### config.mk
export PLATFORM = sky130hd
export DESIGN_NAME = axilite_wr_arbiter
export DESIGN_NICKNAME = d
export VERILOG_FILES = /design/src/rtl/axilite_wr_arbiter.sv
export SDC_FILE = /design/constraint.sdc
export NUM_CORES = 1
export LEC_CHECK = 0
export BUFFER_PORTS_ARGS = -buffer_cell sky130_fd_sc_hd__buf_2
export CELL_PAD_IN_SITES_DETAIL_PLACEMENT = 1
export CELL_PAD_IN_SITES_GLOBAL_PLACEMENT = 1
export CORE_AREA = 2 2 170 172
export DETAILED_ROUTE_END_ITERATION = 10
export DIE_AREA = 0 0 172 174
export PLACE_DENSITY_LB_ADDON = 0.1
export RECOVER_POWER = 25
export SYNTH_ARGS = -nofsm -noshare
export SYNTH_HDL_FRONTEND = slang
export SYNTH_SLANG_ARGS = --single-unit
### constraint.sdc
create_clock -name clk -period 1.6 [get_ports clk]
set_input_delay 0.16 -clock clk [delete_from_list [all_inputs] [get_ports clk]]
set_output_delay 0.16 -clock clk [all_outputs]
set_load 0.05 [all_outputs]
### src/rtl/axilite_wr_arbiter.sv
// Two-requester AXI-Lite write arbiter: round-robin grant of one AW+W+B
// transaction at a time onto a shared downstream write port.
module axilite_wr_arbiter #(
    parameter int ADDR_W = 64,
    parameter int DATA_W = 64
) (
    input  logic                  clk,
    input  logic                  rst_n,
    // requester 0
    input  logic [ADDR_W-1:0]     s0_awaddr,
    input  logic                  s0_awvalid,
    output logic                  s0_awready,
    input  logic [DATA_W-1:0]     s0_wdata,
    input  logic [DATA_W/8-1:0]   s0_wstrb,
    input  logic                  s0_wvalid,
    output logic                  s0_wready,
    output logic [1:0]            s0_bresp,
    output logic                  s0_bvalid,
    input  logic                  s0_bready,
    // requester 1
    input  logic [ADDR_W-1:0]     s1_awaddr,
    input  logic                  s1_awvalid,
    output logic                  s1_awready,
    input  logic [DATA_W-1:0]     s1_wdata,
    input  logic [DATA_W/8-1:0]   s1_wstrb,
    input  logic                  s1_wvalid,
    output logic                  s1_wready,
    output logic [1:0]            s1_bresp,
    output logic                  s1_bvalid,
    input  logic                  s1_bready,
    // shared downstream port
    output logic [ADDR_W-1:0]     m_awaddr,
    output logic                  m_awvalid,
    input  logic                  m_awready,
    output logic [DATA_W-1:0]     m_wdata,
    output logic [DATA_W/8-1:0]   m_wstrb,
    output logic                  m_wvalid,
    input  logic                  m_wready,
    input  logic [1:0]            m_bresp,
    input  logic                  m_bvalid,
    output logic                  m_bready
);

    typedef enum logic [1:0] {
        ST_IDLE = 2'd0,
        ST_XFER = 2'd1,
        ST_RESP = 2'd2
    } state_t;

    state_t r_state;
    logic   r_gnt;
    logic   r_rr;
    logic   r_aw_done;
    logic   r_w_done;

    logic   w_in_xfer;
    logic   w_in_resp;
    logic   w_sel_awvalid;
    logic   w_sel_wvalid;
    logic   w_sel_bready;
    logic   w_awready;
    logic   w_wready;
    logic   w_bvalid;
    logic   w_aw_hs;
    logic   w_w_hs;
    logic   w_aw_all;
    logic   w_w_all;
    logic   w_any_req;
    logic   w_pick;

    // Under contention the pointer decides; otherwise the lone requester wins.
    function automatic logic f_pick(input logic req0, input logic req1, input logic rr);
        logic pick;
        if (req0 && req1) begin
            pick = rr;
        end else begin
            pick = req1;
        end
        return pick;
    endfunction

    // Decode state and select the granted requester's control inputs.
    always_comb begin
        w_in_xfer     = (r_state == ST_XFER);
        w_in_resp     = (r_state == ST_RESP);
        w_sel_awvalid = r_gnt ? s1_awvalid : s0_awvalid;
        w_sel_wvalid  = r_gnt ? s1_wvalid  : s0_wvalid;
        w_sel_bready  = r_gnt ? s1_bready  : s0_bready;
        w_any_req     = s0_awvalid | s1_awvalid;
        w_pick        = f_pick(s0_awvalid, s1_awvalid, r_rr);
    end

    // Downstream request side: payload always follows the grant, valids only in XFER.
    always_comb begin
        m_awaddr  = r_gnt ? s1_awaddr : s0_awaddr;
        m_wdata   = r_gnt ? s1_wdata  : s0_wdata;
        m_wstrb   = r_gnt ? s1_wstrb  : s0_wstrb;
        m_awvalid = w_in_xfer & w_sel_awvalid & ~r_aw_done;
        m_wvalid  = w_in_xfer & w_sel_wvalid  & ~r_w_done;
        m_bready  = w_in_resp & w_sel_bready;
    end

    // Handshake bookkeeping; a channel already accepted stays closed until RESP.
    always_comb begin
        w_awready = w_in_xfer & m_awready & ~r_aw_done;
        w_wready  = w_in_xfer & m_wready  & ~r_w_done;
        w_bvalid  = w_in_resp & m_bvalid;
        w_aw_hs   = m_awvalid & m_awready;
        w_w_hs    = m_wvalid  & m_wready;
        w_aw_all  = r_aw_done | w_aw_hs;
        w_w_all   = r_w_done  | w_w_hs;
    end

    // Route ready/valid and response back to the granted requester only.
    always_comb begin
        s0_awready = 1'b0;
        s0_wready  = 1'b0;
        s0_bvalid  = 1'b0;
        s0_bresp   = 2'b00;
        s1_awready = 1'b0;
        s1_wready  = 1'b0;
        s1_bvalid  = 1'b0;
        s1_bresp   = 2'b00;
        if (r_gnt) begin
            s1_awready = w_awready;
            s1_wready  = w_wready;
            s1_bvalid  = w_bvalid;
            s1_bresp   = w_in_resp ? m_bresp : 2'b00;
        end else begin
            s0_awready = w_awready;
            s0_wready  = w_wready;
            s0_bvalid  = w_bvalid;
            s0_bresp   = w_in_resp ? m_bresp : 2'b00;
        end
    end

    // Transaction FSM with grant, round-robin pointer and per-channel done flags.
    always_ff @(posedge clk or negedge rst_n) begin
        if (!rst_n) begin
            r_state   <= ST_IDLE;
            r_gnt     <= 1'b0;
            r_rr      <= 1'b0;
            r_aw_done <= 1'b0;
            r_w_done  <= 1'b0;
        end else begin
            case (r_state)
                ST_IDLE: begin
                    r_aw_done <= 1'b0;
                    r_w_done  <= 1'b0;
                    if (w_any_req) begin
                        r_gnt   <= w_pick;
                        r_rr    <= ~w_pick;
                        r_state <= ST_XFER;
                    end else begin
                        r_gnt   <= r_gnt;
                        r_rr    <= r_rr;
                        r_state <= ST_IDLE;
                    end
                end
                ST_XFER: begin
                    if (w_aw_all && w_w_all) begin
                        r_aw_done <= 1'b0;
                        r_w_done  <= 1'b0;
                        r_state   <= ST_RESP;
                    end else begin
                        r_aw_done <= w_aw_all;
                        r_w_done  <= w_w_all;
                        r_state   <= ST_XFER;
                    end
                end
                ST_RESP: begin
                    r_aw_done <= 1'b0;
                    r_w_done  <= 1'b0;
                    if (m_bvalid && m_bready) begin
                        r_state <= ST_IDLE;
                    end else begin
                        r_state <= ST_RESP;
                    end
                end
                default: begin
                    r_state   <= ST_IDLE;
                    r_aw_done <= 1'b0;
                    r_w_done  <= 1'b0;
                end
            endcase
        end
    end

endmodule

# ---- Word-level counts from Yosys, hierarchy flattened
# Cells that the tools add are included.
dict set report op_classes {
  reduce_logical 5
  bitwise 18
  n_mux 24
  n_eq_ne 2
}
# operator n
set ops {}
lappend ops {{64-bit two-way mux} 2}
lappend ops {{1-bit two-way mux} 15}
lappend ops {{1-bit AND} 12}
lappend ops {{2-bit two-way mux} 5}
lappend ops {{8-bit two-way mux} 1}
lappend ops {{2-bit case mux with 3 select lines} 1}
lappend ops {{1-bit logical AND} 3}
lappend ops {{1-bit inverter} 3}
lappend ops {{1-bit OR} 3}
lappend ops {{2-bit by 1-bit equality test with 1-bit output (second input constant)} 1}
lappend ops {{2-bit equality test (second input constant)} 1}
lappend ops {{2-bit zero test} 1}
lappend ops {{2-bit AND reduction} 1}
dict set report word_totals {
  wordCells 54
  register_bits 6
  output_inout_bits 149
  input_bits 285
}

# ---- Depth between registers and ports, before layout
# Gate-level depths: netlist (run 1).
dict set report depth {
  ltp_word 8
  ltp_mapped 5
}

# ---- Least setup slack after synthesis (run 1)
# OpenSTA, ideal clock, no wires.
dict set report synth_path {
  path_type {flip-flop to output port}
  startpoint {reg r_gnt}
  endpoint {out s0_bresp[0]}
  setup_slack_ns -0.457
  t_required_ns 1.440
  stages_incl_launch_ff 5
  arrival_time_ns 1.897
  path_buffers 3
  path_cell_list {dfrtp_1 -> buf_6 -> buf_4 -> buf_2 -> nor3_1}
}
dict set report synth_via {
  elab_chain_len 1
}
# element line
set synth_lines {}
lappend synth_lines {{from (decl)} 51} ;# logic r_gnt;
lappend synth_lines {{from (signal assigned)} 151} ;# r_gnt <= w_pick;
lappend synth_lines {{from (signal assigned)} 155} ;# r_gnt <= r_gnt;
lappend synth_lines {{2-bit two-way mux} 124} ;# if (r_gnt) begin
lappend synth_lines {{to (decl)} 17} ;# output logic [1:0] s0_bresp,
# Every way passes these cells.

# ---- Worst setup path after layout (run 1)
dict set report layout_path {
  startpoint {reg r_gnt}
  endpoint {out m_awaddr[46]}
}
dict set report layout_via {
  elab_chain_len 1
}
# element line
set layout_lines {}
lappend layout_lines {{64-bit two-way mux} 95} ;# m_awaddr = r_gnt ? s1_awaddr : s0_awaddr;
lappend layout_lines {{to (decl)} 32} ;# output logic [ADDR_W-1:0] m_awaddr,
# Every way passes these cells.

==> results of run 1 <==
state kept, by name (all words and copies together), names as in the netlist:
| signal | cells |
|---|---|
| r_state | 2 |
| r_aw_done | 1 |
| r_gnt | 1 |
| r_rr | 1 |
| r_w_done | 1 |
worst max path at each step:
stage                         to  slack [ps]                  from  cells after the start
CTS                     m_wvalid        -160     r_gnt$_DFFE_PN0P_                      4
finish              m_awaddr[46]        -120     r_gnt$_DFFE_PN0P_                      4
global route        m_awaddr[61]        -150     r_gnt$_DFFE_PN0P_                      4
detailed placement      m_wvalid          50     r_gnt$_DFFE_PN0P_                      4
global placement       s1_bvalid          70  r_state[1]$_DFF_PN0_                      4
floorplan            s1_bresp[1]         -80     r_gnt$_DFFE_PN0P_                      5
logic make-up after synthesis:
family          after synthesis  synth area share, %
mux                         139                72.10
compound gates               11                5.913
flops                         6                6.888
simple gates                 28                6.487
buf+inv                      21                8.611
final cells by class:
cell class,instances,area [sq um]
multi-input combinational,178,1914
timing repair buffer,458,3326
clock buffer,4,78.83
inverter,2,7.507
tap,384,480.5
sequential,6,156.4
antenna,4,10.01
fill,3421,22260
per-stage QoR:
stage               area, sq um  std cells
CTS                        5662       1030
detailed placement         4964       1024
global placement           4964       1024
finish                     5973       1036
floorplan                  2192        205
global route               5968       1034
what timing repair did:
item	CTS	global route
setup endpoints to repair	142	143
resized for setup	207	82
endpoints found under the hold margin	6	0
setup buffers	1	2
pin swaps	0	3
hold buffers	1	0
cell usage in the layout, fill, tap and decap left out:
cell | netlist | final
a2111oi_2 | 1 | 1
a2111oi_4 | 1 | 1
a21oi_1 | 2 | 2
a31oi_1 | 2 | 2
a31oi_4 | 2 | 2
and2_4 | 0 | 2
and2b_2 | 1 | 1
and3_1 | 3 | 3
buf_12 | 0 | 11
buf_2 | 3 | 287
buf_4 | 4 | 33
buf_6 | 12 | 125
clkbuf_1 | 0 | 2
clkbuf_16 | 0 | 3
dfrtp_1 | 6 | 3
dfrtp_2 | 0 | 2
dfrtp_4 | 0 | 1
diode_2 | 0 | 4
dlygate4sd3_1 | 0 | 1
inv_1 | 2 | 2
mux2_2 | 136 | 135
mux2_4 | 2 | 3
mux2i_2 | 0 | 1
nand2_1 | 7 | 7
nand2b_1 | 1 | 1
nor2_1 | 7 | 5
nor2_2 | 0 | 2
nor2b_2 | 0 | 1
nor2b_4 | 0 | 1
nor3_1 | 3 | 1
nor3_4 | 0 | 2
nor3b_4 | 0 | 2
o21ai_0 | 1 | 1
o31a_1 | 1 | 1
o31ai_1 | 1 | 1
routing by layer:
metal  part of all wire [%]  vias up  GRT usage (%)
li1                       -     1662              -
met1                     33     1635          10.20
met2                     58      184          21.55
met3                    8.1       14          2.277
met4                   0.94        0          1.261
met5                      0        -              0
critical path, cell delays in order (launching register included):
cell and delay [ps]:
dfrtp_4 450, buf_12 170, buf_12 160, mux2_2 360, buf_6 160
power by group through the flow:
stage               Sequential, mW  Clock, mW  Combinational [mW]
global placement             0.321          0                9.38
global route                 0.359      0.441                11.4
finish                       0.350      0.426                10.9
detailed placement           0.325          0                9.39
floorplan                    0.267          0                7.12
CTS                          0.329      0.434                10.5
==> impl_results.md, run 1 <==
- Outcome: finished, violations left
- Failing checks: setup timing
- CORE AREA: 28240 sq um
- Final Wtd Congestion: 0.8557
- Reg2Reg Capture Point: r_state[0]$_DFF_PN0_
- CTS buffer count: 3
- Global-route wire length before repair: 23350 um
- Std cell rows: 62
- Worst slack at placement: 48.95 ps
- Initial DRC count: 55
- First-pass DRT Iterations: 4
- Min Tclk post-route: 1717 ps
- Synth top area cells: mux2_2 70%, dfrtp_1 6.9%, buf_6 6.2%
- Starting Density: 7.719%
- H-tree Lvls: 1
- Top-count cell post-synth: mux2_2
- Yosys synthesis warning count: 0
- Internal power: 5.112 mW
- Die area: 29930 sq um
- Pins Over Slew Limit: 0
- Switching Fraction: 56.38%
- DR DRC count: 0
- Clock power share: 3.6%
- Critical Path Fanout Max: 15
- Sequential fraction of the synthesis area: 6.889%
- Hold depth: 2
- Buffer depth of the longest clock path: 2
- Crit path DAT: 1560 ps
- Largest net degree at the start of global routing: 21
- Post-synth top area share: 70.26%
- RSZ-0062 raised after global routing: yes
- Synth Flop Type: dfrtp_1
- Gr ovfl total: 0
- Reg2Reg Setup Slack: 10 ps
- Layout Skew: 3.554 ps
- Peak supply drop: 0.7300 mV
- Layout Nets: 934
- Crit start category: register
- Io pins: 434
- Final HPWL DP: 15650 um
- Overall power: 11.72 mW
- Pleak: 2.948 nW
- Number of synthesized flops with an enable pin: 0
- Count of cell types in the netlist: 25
- Comb pwr share: 93.4%
- Worst min-delay path endpoint: r_gnt$_DFFE_PN0P_
- Vias in the first global route: 3847
- CP Data Required Time: 1440 ps
- Die Y: 174 um
- Rel. slew slack: 73.21%
- Worst r2r path cells: 5
- Via-to-Cell Ratio: 3.374
- Syn Nets: 490
- Final hold viol count: 0
- Power per cell area: 1962 nW/um^2
- Initial antenna violation count: 6
- Worst-skew pair later-pin latency: 230 ps
- Hold Path Class: in2reg
- CTS tree: built
- Share of cells above drive strength 1: 95.06%
- Clock Tree Root: clkbuf_16
- CTS clock-pin slew for the worst setup and hold paths: 40 ps
- HP Start: s0_awvalid
- Final setup violation count: 133
- Max Cap Viol: 0
- Achievable Freq: 582.5 MHz
- Global Route Usage Sum: 10.27%
- Largest area contributor in the netlist: mux2_2
- Hold_ws: 181.6 ps
- Avg Cell Area, Syn: 10.63 sq um
- Final wirelength: 17270 um
- Final Cycle Share: 107.3%
- Slew @ Worst Pin: 401.9 ps
- IO buf count: 433
- Setup_tns: -10290 ps
- Finished Core Util: 21.15%
- Synth Cell Area: 2180 sq um
- Final worst setup slack: -116.9 ps
- Wire per inst: 16.67 um
- R2r startpoint: r_gnt$_DFFE_PN0P_
- Chip width: 172 um
- Syn Inst Count: 205
- Via count: 3495
- Setup CP Type: reg2out
- Sequential power share: 3.0%
- Switching Power: 6.607 mW
- CP endpoint kind: output pin
- Antenna viol nets, final: 0
- Layout area overhead: 174.1%
- #FFs+latches synth: 6
- Clk sinks: 6
- Async SR Flop Fraction: 100.0%
- Top post-synthesis cells by count: 136 x mux2_2, 12 x buf_6, 7 x nand2_1, 7 x nor2_1, 6 x dfrtp_1
No activity file was read; power rests on OpenSTA's default activity.
==> run 2, diff against run 1 <==
ABC_AREA = 1   (was unset)
BUFFER_PORTS_ARGS = -buffer_cell sky130_fd_sc_hd__buf_4   (was -buffer_cell sky130_fd_sc_hd__buf_2)
CORE_AREA = 2 2 168 170   (was 2 2 170 172)
DIE_AREA = 0 0 170 172   (was 0 0 172 174)
HOLD_SLACK_MARGIN = 0.02   (was unset)
==> impl_results.md, run 2 <==
- Clock Tree Root: clkbuf_16
- Antenna viol nets, final: 0
- Global-route wire length before repair: 27730 um
- Initial DRC count: 82
- Final hold viol count: 0
- Commonest non-fill, non-tap cell in the layout: nand2_1
- H-tree Lvls: 1
- IO buf count: 433
- Synth top area cells: nand2_1 75%, dfrtp_1 7.0%, buf_4 5.9%
- Slowest cell on the critical path: dfrtp_4
- Syn Inst Count: 503
- Pleak: 4.236 nW
- Crit path DAT: 1550 ps
- Crit-path cells: buf_12 -> buf_12 -> clkbuf_16 -> nand2_1 -> nand2_2 -> buf_6
- Pins Over Slew Limit: 0
- Wire per inst: 17.41 um
- Final Cycle Share: 106.6%
- RSZ-0062 raised after global routing: yes
- Ant diodes: 0
- Rel. slew slack: 76.68%
- Flip-flop count of the largest register after layout: 2
- Count of cell types in the netlist: 16
- Layout area overhead: 244.8%
- Power per cell area: 2217 nW/um^2
- Switching Power: 9.956 mW
- Initial antenna violation count: 0
- Largest area contributor in the netlist: nand2_1
- Largest net degree at the start of global routing: 46
- Delay-heaviest family, CP: buffers and inverters
- Final wirelength: 22540 um
- CORE AREA: 27480 sq um
- Layout Nets: 1235
- Die Y: 172 um
- CTS tree: built
- Final Wtd Congestion: 0.7087
- Internal power: 6.532 mW
- Die area: 29240 sq um
- Yosys synthesis warning count: 0
- Final HPWL DP: 16540 um
- Final worst setup slack: -105.2 ps
- Final setup violation count: 88
- DP Cell Count: 1264
- Share of cells above drive strength 1: 58.17%
- Finished Core Util: 27.07%
- Hold_ws: 228.7 ps
- Max incr delay on CP: 520 ps
- Async SR Flop Fraction: 100.0%
- Layout Skew: 1.182 ps
- Buffers & Inverters on Critical Path: 4
- Clock power share: 2.5%
- Peak supply drop: 0.6903 mV
- Worst-skew pair later-pin latency: 230 ps
- Via-to-Cell Ratio: 3.739
- Number of synthesized flops with an enable pin: 0
- Chip width: 170 um
- Post-synth top area share: 74.83%
- Largest register by flop count: r_state
- First-pass DRT Iterations: 4
- Min Tclk post-route: 1705 ps
- CP endpoint kind: output pin
- Top post-synthesis cells by count: 430 x nand2_1, 17 x buf_4, 12 x buf_2
- Setup CP Type: reg2out
- Slew @ Worst Pin: 349.9 ps
- Failing checks: setup timing
- Critical Path Fanout Max: 8
- DR DRC count: 0
- Top-count cell post-synth: nand2_1
- Most frequent cells in the layout: 368 x nand2_1, 301 x buf_4, 114 x buf_6
- Gr ovfl total: 0
- Hold Path Class: in2reg
- Achievable Freq: 586.5 MHz
- Comb pwr share: 95.6%
- Synth Flop Type: dfrtp_1
- Most Frequent Cell on Critical Path: buf_12
- CTS clock-pin slew for the worst setup and hold paths: 30 ps
- Buffer depth of the longest clock path: 2
- Sequential fraction of the synthesis area: 6.961%
- Starting Density: 7.851%
- Via count: 4842
- Crit start category: register
- Vias in the first global route: 4816
- Syn Nets: 788
- Std cell rows: 61
- Final std cells w/o fill: 1295
- Switching Fraction: 60.38%
- Worst slack at placement: 62.23 ps
- Max Cap Viol: 0
- #FFs+latches synth: 6
- Avg Cell Area, Syn: 4.288 sq um
- Synth Cell Area: 2157 sq um
- Clk sinks: 6
- Io pins: 434
- Outcome: finished, violations left
- CTS buffer count: 3
- Sequential power share: 1.9%
- Global Route Usage Sum: 12.43%
- CP Data Required Time: 1440 ps
-- run 2: cell count changes in the layout (fill, tap and decap cells not counted), sizes merged, moves of 4 or more --
cell    before  now
nand2        7  432
mux2       138    0
clkbuf       5   15
inv          2    9
a31oi        4    0
diode        4    0
nand3        0    4
-- run 2: path summary, 6_finish.rpt --
check,startpoint,endpoint,slack (ps),cells past startpoint
worst max-delay path,r_gnt$_DFFE_PN0P_,m_wdata[6],-110,6
worst max register to register,r_gnt$_DFFE_PN0P_,r_state[0]$_DFF_PN0_,230,8
worst min register to register,r_rr$_DFFE_PN0P_,r_rr$_DFFE_PN0P_,480,2
min in group asynchronous,rst_n,r_state[1]$_DFF_PN0_,350,2
worst min-delay path,s0_awvalid,r_rr$_DFFE_PN0P_,230,3
max in group asynchronous,rst_n,r_gnt$_DFFE_PN0P_,960,2
-- run 2: cell families (layout without fill, tap and decap cells) --
logic type	after synthesis	in the layout	synth area share, %
AND/OR/NAND/NOR	454	454	80.51
buffers and inverters	40	486	11.54
flip-flops	6	6	6.960
AO/OA/AOI/OAI	3	3	0.9861
-- run 2: metal layers --
metal / track usage, % / up-vias / part of all wire (%)
met5: 0 / - / 0
met4: 2.118 / 0 / 1.2
met3: 3.548 / 14 / 9.1
met2: 25.27 / 261 / 54
met1: 12.62 / 2174 / 36
li1: - / 2393 / -
-- run 2: area by class of cell --
cell class | instances | area [sq um]
Inverter | 9 | 60.06
Timing Repair inverter | 2 | 32.53
Tap cell | 346 | 432.9
Multi-Input combinational cell | 457 | 2082
Clock buffer | 4 | 78.83
Fill cell | 3387 | 20040
Timing Repair Buffer | 471 | 4598
Sequential cell | 6 | 153.9
-- run 2: tightest hold or removal path, stage by stage --
cell and delay (ps):
buf_4 100, nand3_1 90, nand2_1 70
-- run 2: power groups by stage --
stage | clock, mW | combinational (mW) | sequential, mW
finish | 0.415 | 15.8 | 0.306
detailed placement | 0 | 12.1 | 0.297
global route | 0.432 | 16.7 | 0.317
global placement | 0 | 12.1 | 0.299
CTS | 0.426 | 14.0 | 0.301
floorplan | 0 | 8.11 | 0.251
-- run 2: metrics by stage --
step           instance area, sq um  setup TNS, ps  total power [mW]
3_5_place_dp                   5804              0             12.35
2_1_floorplan                  2167          -1251             8.359
6_report                       7438          -3685             16.49
4_1_cts                        6611          -6282             14.70
5_1_grt                        7438          -9487             17.41
3_3_place_gp                   5804              0             12.41
-- run 2: repair_timing --
action / in CTS / in global routing
hold buffers: 1 / 0
resized for setup: 146 / 150
gates cloned: 5 / 14
hold endpoints to repair: 6 / 0
pin swaps: 2 / 19
buffers inserted: 7 / 0
endpoints found under the setup margin: 138 / 146
